$ cat src/rtl/rcv_block_fifo_if.sv
// Bus bundle between the AHB receive path, crypto core and the 8-word receive FIFO.
// slave modport is the FIFO side; master modport is the producer/consumer side.
interface rcv_block_fifo_if;
  logic        rcv_enq_word;
  logic [31:0] HWDATA;
  logic        flush;
  logic        block_deq;
  logic [63:0] block_out;
  logic        block_valid;
  logic        rcv_fifo_full;
  logic        rcv_fifo_empty;
  logic [3:0]  word_count;
  logic        overflow;
  logic        underflow;

  modport slave (
    input  rcv_enq_word, HWDATA, flush, block_deq,
    output block_out, block_valid, rcv_fifo_full, rcv_fifo_empty,
    output word_count, overflow, underflow
  );

  modport master (
    output rcv_enq_word, HWDATA, flush, block_deq,
    input  block_out, block_valid, rcv_fifo_full, rcv_fifo_empty,
    input  word_count, overflow, underflow
  );
endinterface

$ cat src/rtl/rcv_block_fifo.sv
// 8 x 32-bit word FIFO packing pairs into 64-bit blocks; status outputs have zero latency
// from registered state. Full drops enqueues (overflow pulse); dequeue below 2 words is ignored (underflow pulse).
module rcv_block_fifo (
  input  logic              HCLK,
  input  logic              HRESETn,
  rcv_block_fifo_if.slave   bus
);

  logic [2:0]  wr_ptr_q, wr_ptr_d;
  logic [2:0]  rd_ptr_q, rd_ptr_d;
  logic [3:0]  count_q, count_d;
  logic        overflow_q, overflow_d;
  logic        underflow_q, underflow_d;
  logic [31:0] mem_q [8];
  logic [31:0] mem_d [8];
  logic        enq_ok, deq_ok;
  logic [2:0]  rd_pair;

  always_comb begin
    enq_ok      = bus.rcv_enq_word && (count_q < 4'd8);
    deq_ok      = bus.block_deq && (count_q >= 4'd2);
    wr_ptr_d    = wr_ptr_q;
    rd_ptr_d    = rd_ptr_q;
    count_d     = count_q;
    mem_d       = mem_q;
    overflow_d  = 1'b0;
    underflow_d = 1'b0;
    // Flush wins outright: same-cycle strobes vanish without raising any error pulse.
    if (bus.flush) begin
      wr_ptr_d = 3'd0;
      rd_ptr_d = 3'd0;
      count_d  = 4'd0;
    end else begin
      if (enq_ok) begin
        mem_d[wr_ptr_q] = bus.HWDATA;
        wr_ptr_d        = wr_ptr_q + 3'd1;
      end
      if (deq_ok) begin
        rd_ptr_d = rd_ptr_q + 3'd2;
      end
      count_d     = count_q + {3'b000, enq_ok} - (deq_ok ? 4'd2 : 4'd0);
      overflow_d  = bus.rcv_enq_word && !enq_ok;
      underflow_d = bus.block_deq && !deq_ok;
    end
  end

  always_ff @(posedge HCLK or negedge HRESETn) begin
    if (!HRESETn) begin
      wr_ptr_q    <= 3'd0;
      rd_ptr_q    <= 3'd0;
      count_q     <= 4'd0;
      overflow_q  <= 1'b0;
      underflow_q <= 1'b0;
    end else begin
      wr_ptr_q    <= wr_ptr_d;
      rd_ptr_q    <= rd_ptr_d;
      count_q     <= count_d;
      overflow_q  <= overflow_d;
      underflow_q <= underflow_d;
    end
  end

  // Word storage is deliberately left out of reset; stale words are hidden by count.
  always_ff @(posedge HCLK) begin
    mem_q <= mem_d;
  end

  assign rd_pair            = rd_ptr_q + 3'd1;
  assign bus.block_out      = {mem_q[rd_ptr_q], mem_q[rd_pair]};
  assign bus.block_valid    = (count_q >= 4'd2);
  assign bus.rcv_fifo_full  = (count_q == 4'd8);
  assign bus.rcv_fifo_empty = (count_q == 4'd0);
  assign bus.word_count     = count_q;
  assign bus.overflow       = overflow_q;
  assign bus.underflow      = underflow_q;

endmodule

$ cat src/flat_wrapper.sv
// flat-port wrapper written by rule: the top's interface ports become plain ports
module rcv_block_fifo_flat 
  (HCLK, HRESETn, bus_rcv_enq_word, bus_HWDATA, bus_flush, bus_block_deq, bus_block_out, bus_block_valid, bus_rcv_fifo_full, bus_rcv_fifo_empty, bus_word_count, bus_overflow, bus_underflow);
  rcv_block_fifo_if bus_i ();
  input  logic HCLK;
  input  logic HRESETn;
  input wire logic [$bits(bus_i.rcv_enq_word)-1:0] bus_rcv_enq_word;
  input wire logic [$bits(bus_i.HWDATA)-1:0] bus_HWDATA;
  input wire logic [$bits(bus_i.flush)-1:0] bus_flush;
  input wire logic [$bits(bus_i.block_deq)-1:0] bus_block_deq;
  output wire logic [$bits(bus_i.block_out)-1:0] bus_block_out;
  output wire logic [$bits(bus_i.block_valid)-1:0] bus_block_valid;
  output wire logic [$bits(bus_i.rcv_fifo_full)-1:0] bus_rcv_fifo_full;
  output wire logic [$bits(bus_i.rcv_fifo_empty)-1:0] bus_rcv_fifo_empty;
  output wire logic [$bits(bus_i.word_count)-1:0] bus_word_count;
  output wire logic [$bits(bus_i.overflow)-1:0] bus_overflow;
  output wire logic [$bits(bus_i.underflow)-1:0] bus_underflow;
  assign bus_i.rcv_enq_word = bus_rcv_enq_word;
  assign bus_i.HWDATA = bus_HWDATA;
  assign bus_i.flush = bus_flush;
  assign bus_i.block_deq = bus_block_deq;
  assign bus_block_out = bus_i.block_out;
  assign bus_block_valid = bus_i.block_valid;
  assign bus_rcv_fifo_full = bus_i.rcv_fifo_full;
  assign bus_rcv_fifo_empty = bus_i.rcv_fifo_empty;
  assign bus_word_count = bus_i.word_count;
  assign bus_overflow = bus_i.overflow;
  assign bus_underflow = bus_i.underflow;
  rcv_block_fifo u_core (.HCLK(HCLK), .HRESETn(HRESETn), .bus(bus_i));
endmodule
$ cat config.mk
export PLATFORM = sky130hd
export DESIGN_NAME = rcv_block_fifo_flat
export DESIGN_NICKNAME = d
export VERILOG_FILES = /design/src/rtl/rcv_block_fifo_if.sv /design/src/rtl/rcv_block_fifo.sv /design/src/flat_wrapper.sv
export SDC_FILE = /design/constraint.sdc
export NUM_CORES = 1
export LEC_CHECK = 0
export CAP_MARGIN = 0
export CORE_ASPECT_RATIO = 0.9
export CORE_MARGIN = 2
export CORE_UTILIZATION = 50
export CTS_CLUSTER_DIAMETER = 100
export DETAILED_ROUTE_END_ITERATION = 16
export PLACE_DENSITY = 0.75
export SYNTH_ARGS = -nofsm -noshare
export SYNTH_HDL_FRONTEND = slang
export SYNTH_SLANG_ARGS = --single-unit
$ cat constraint.sdc
create_clock -name HCLK -period 3.4 [get_ports HCLK]
set_input_delay 0.51 -clock HCLK [delete_from_list [all_inputs] [get_ports HCLK]]
set_output_delay 0.51 -clock HCLK [all_outputs]
set_load 0.01 [all_outputs]
==> flow_summary.yaml, run 1 <==
global_routing:
  antenna_found_initial: 0
  grt_first_pass_wirelength_um: 28700
  grt_max_degree: 67
  grt_overflow_total: 0
  grt_usage: 0.183
  grt_pass1_vias: 4835
clock_network:
  hold_buffers: 0
  worstSkewPairLatency_ns: 0.52
  numCtsBuffers: 26
  cts_buffer_depth: 3
  path_clk_slew_ns: 0.06
  cts.repair_timing.setup_buffer_count: 0
  clock-root-buffer: "clkbuf_16"
  post_cts_resized: 0
  cts.sinks: 267
  cts_tree: "done"
  h-tree-depth: 1
critical_path:
  cp_slowest_cell: "dfrtp_4"
  critPathMaxStageDelay_ns: 1.06
  end_kind: "primary output"
  crit_chain: "mux4_2, clkdlybuf4s50_1"
  crit_arrival_ns: 2.61
  setup.worst_path.class: "flop to primary output"
  crit_fanout: 66
  worst_setup_path_start_kind: "flop"
  required_ns: 2.89
finish:
  n_antenna_cell: 0
  nFillCells: 1290
  drive_above_1_share: 0.236
  multi_input_area_um2: 1850
  stdcell_count: 814
  regArea_um2: 7970
  syn2layout_area_growth_pct: 23.8
  nets: 588
  fin_util: 0.635
timing:
  timing.max_slew.rel_slack: 0.333
  clock_skew_ns: 0.0107
  fin_tns_setup_ns: 0
  min_period_ns: 3.12
  finalHoldViolCount: 0
  setup_viol: 0
  tightest_slew_ns: 1.00
  fin_crit_sh: 0.916
  timing.fmax_mhz: 321
  drv_slew: 0
  rsz0062_at_grt: "false"
yosys:
  synth_ff_type: "edfxtp_1"
  netlist_area_um2: 9920
  syn_inst: 405
  avgSynthCellArea_um2: 24.5
  synth_edf_count: 256
  yosys_warnings: 0
  ys_ff_latch: 267
  seq_area_frac_synth: 0.803
  async_reset_ff_frac: 0.0412
  yosys.cell_types.count: 27
  synthesis.nets: 449
run:
  maxCapViolations: 0
detailed_routing:
  routed_wirelength_um: 18900
  route.detailed.drc: 0
  via_per_inst: 5.58
  ant_nets: 0
  drt-pass1-iter-count: 4
  routedWlPerCell_um: 23.2
  num_vias: 4541
  drt_iter0_markers: 386
placement:
  gp_congestion: 0.739
  port_buffers: 109
  hpwl_um: 11200
  dp_cells: 765
power_and_ir_drop:
  cellLeakagePower_nw: 3.89
  power_density_nw_per_um2: 670
  peakVddDrop_uv: 499
floorplan:
  ios: 110
  die_w_um: 152
  die_area_um2: 21000
  die_h_um: 138
  initial_core_util: 0.513
  core_area_um2: 19300
  rows: 48
worst_hold_path:
  hp-class: "input pin to asynchronous set/reset pin"
status:
  status: "finished, final reports clean"
-- routing by layer --
metal,share of wire,wire length (um),vias up,track usage
met5,0,0,-,0
met4,0.017,327,0,0.0427
met3,0.044,841,27,0.0349
met2,0.50,9530,115,0.312
met1,0.43,8210,2418,0.251
li1,-,-,1981,-
-- through the flow --
stage | hold slack [ns] | instance area (um^2) | total power, mW | worst slack, ns
after floorplan | 0.214 | 9930 | 4.79 | 0.637
after CTS | 0.336 | 12300 | 8.31 | 0.0803
after global placement | 0.549 | 11400 | 5.50 | 0.671
after detailed placement | 0.573 | 11400 | 5.53 | 0.650
after global routing | 0.359 | 12300 | 8.55 | 0.203
final | 0.329 | 12300 | 8.23 | 0.284
-- power breakdown --
part | leakage (nW) | total, mW | switching (mW) | internal [mW]
logic | 1.04 | 1.61 | 0.661 | 0.944
clock network | 0.406 | 2.77 | 1.16 | 1.61
registers | 2.45 | 3.86 | 0.133 | 3.73
total | 3.89 | 8.23 | 1.95 | 6.28
-- state kept, by name, indices dropped and copies added (netlist names) --
name                   flops
u_core.mem_q             256
u_core.bus.word_count      4
u_core.wr_ptr_q            3
u_core.rd_ptr_q            2
u_core.bus.overflow        1
u_core.bus.underflow       1
-- worst paths after layout --
path	from	end	slack [ns]	cells after the start
worst max-delay path	u_core.rd_ptr_q[2]$_DFFE_PN0N_	bus_block_out[39]	0.28	2
worst max register to register	u_core.bus.word_count[3]$_DFF_PN0_	u_core.bus.word_count[3]$_DFF_PN0_	1.15	10
min in group HCLK	u_core.wr_ptr_q[1]$_DFFE_PN0P_	u_core.wr_ptr_q[1]$_DFFE_PN0P_	0.58	2
max in group asynchronous	HRESETn	u_core.rd_ptr_q[1]$_DFFE_PN0N_	2.68	1
worst min-delay path	HRESETn	u_core.bus.word_count[2]$_DFF_PN0_	0.33	1
worst min register to register	u_core.wr_ptr_q[1]$_DFFE_PN0P_	u_core.wr_ptr_q[1]$_DFFE_PN0P_	0.58	2
-- worst max-delay path, delay by kind of cell, from the launching register on --
family                 cells  cell delay, ns
DFF                        1            1.06
buffers and inverters      1            0.50
muxes                      1            0.46
-- cell families (layout without fill, tap and decap cells) --
kind of cell             after synthesis  after routing  share of synthesized area
AO/OA/AOI/OAI                          5              5                    0.00353
XOR/XNOR                               3              3                    0.00265
adder cells (fa/ha/maj)                7              7                    0.00883
buffers and inverters                 22            181                     0.0174
flip-flops                           267            267                      0.803
multiplexers                          66             66                      0.147
AND/OR/NAND/NOR                       35             35                     0.0172
-- Yosys cell counts (2+ instances only) --
library cell | number | share of area
buf_4 | 3 | 0.0023
buf_12 | 4 | 0.0081
nor3_1 | 4 | 0.0020
xor2_1 | 2 | 0.0018
nand3_1 | 2 | 0.0010
buf_2 | 5 | 0.0025
edfxtp_1 | 256 | 0.78
o21a_1 | 2 | 0.0015
ha_1 | 7 | 0.0088
nand2_1 | 4 | 0.0015
nand3b_1 | 2 | 0.0015
mux4_2 | 64 | 0.15
nor2_1 | 15 | 0.0057
or3_1 | 2 | 0.0013
clkbuf_1 | 3 | 0.0011
nor2b_1 | 4 | 0.0025
inv_1 | 6 | 0.0023
dfrtp_1 | 11 | 0.028
-- cell usage in the layout (no fill, tap or decap), types with 2 or more instances in the layout --
master	n
edfxtp_1	256
clkdlybuf4s50_1	109
mux4_2	64
clkbuf_16	27
buf_4	13
nor2_1	9
dfrtp_1	9
ha_1	7
inv_1	6
nor2_4	6
clkbuf_1	5
clkinv_2	5
clkinv_1	5
buf_12	5
nor2b_1	4
nand2_1	4
xor2_1	2
or3_1	2
nand3_1	2
nand3b_1	2
nor3_4	2
o21a_1	2
nor3_1	2
bufinv_16	2
clkinvlp_4	2
dfrtp_4	2
-- layout make-up --
class / count / area share
Timing Repair Buffer: 127 / 0.105
Clock buffer: 32 / 0.0565
Tap cell: 250 / 0.0255
Multi-Input combinational cell: 116 / 0.151
Sequential cell: 267 / 0.649
Inverter: 6 / 0.00183
Clock inverter: 16 / 0.0117
(Power assumes the default switching activity.)
==> run 2, diff against run 1 <==
--- a/config.mk
+++ b/config.mk
@@ -11,6 +11,7 @@
 export CORE_UTILIZATION = 50
 export CTS_CLUSTER_DIAMETER = 100
 export DETAILED_ROUTE_END_ITERATION = 16
+export HOLD_SLACK_MARGIN = 0.03
 export PLACE_DENSITY = 0.75
 export SYNTH_ARGS = -nofsm -noshare
 export SYNTH_HDL_FRONTEND = slang
==> results of run 2 <==
The final DEF is identical to that of run 1; final timing and power are the same.
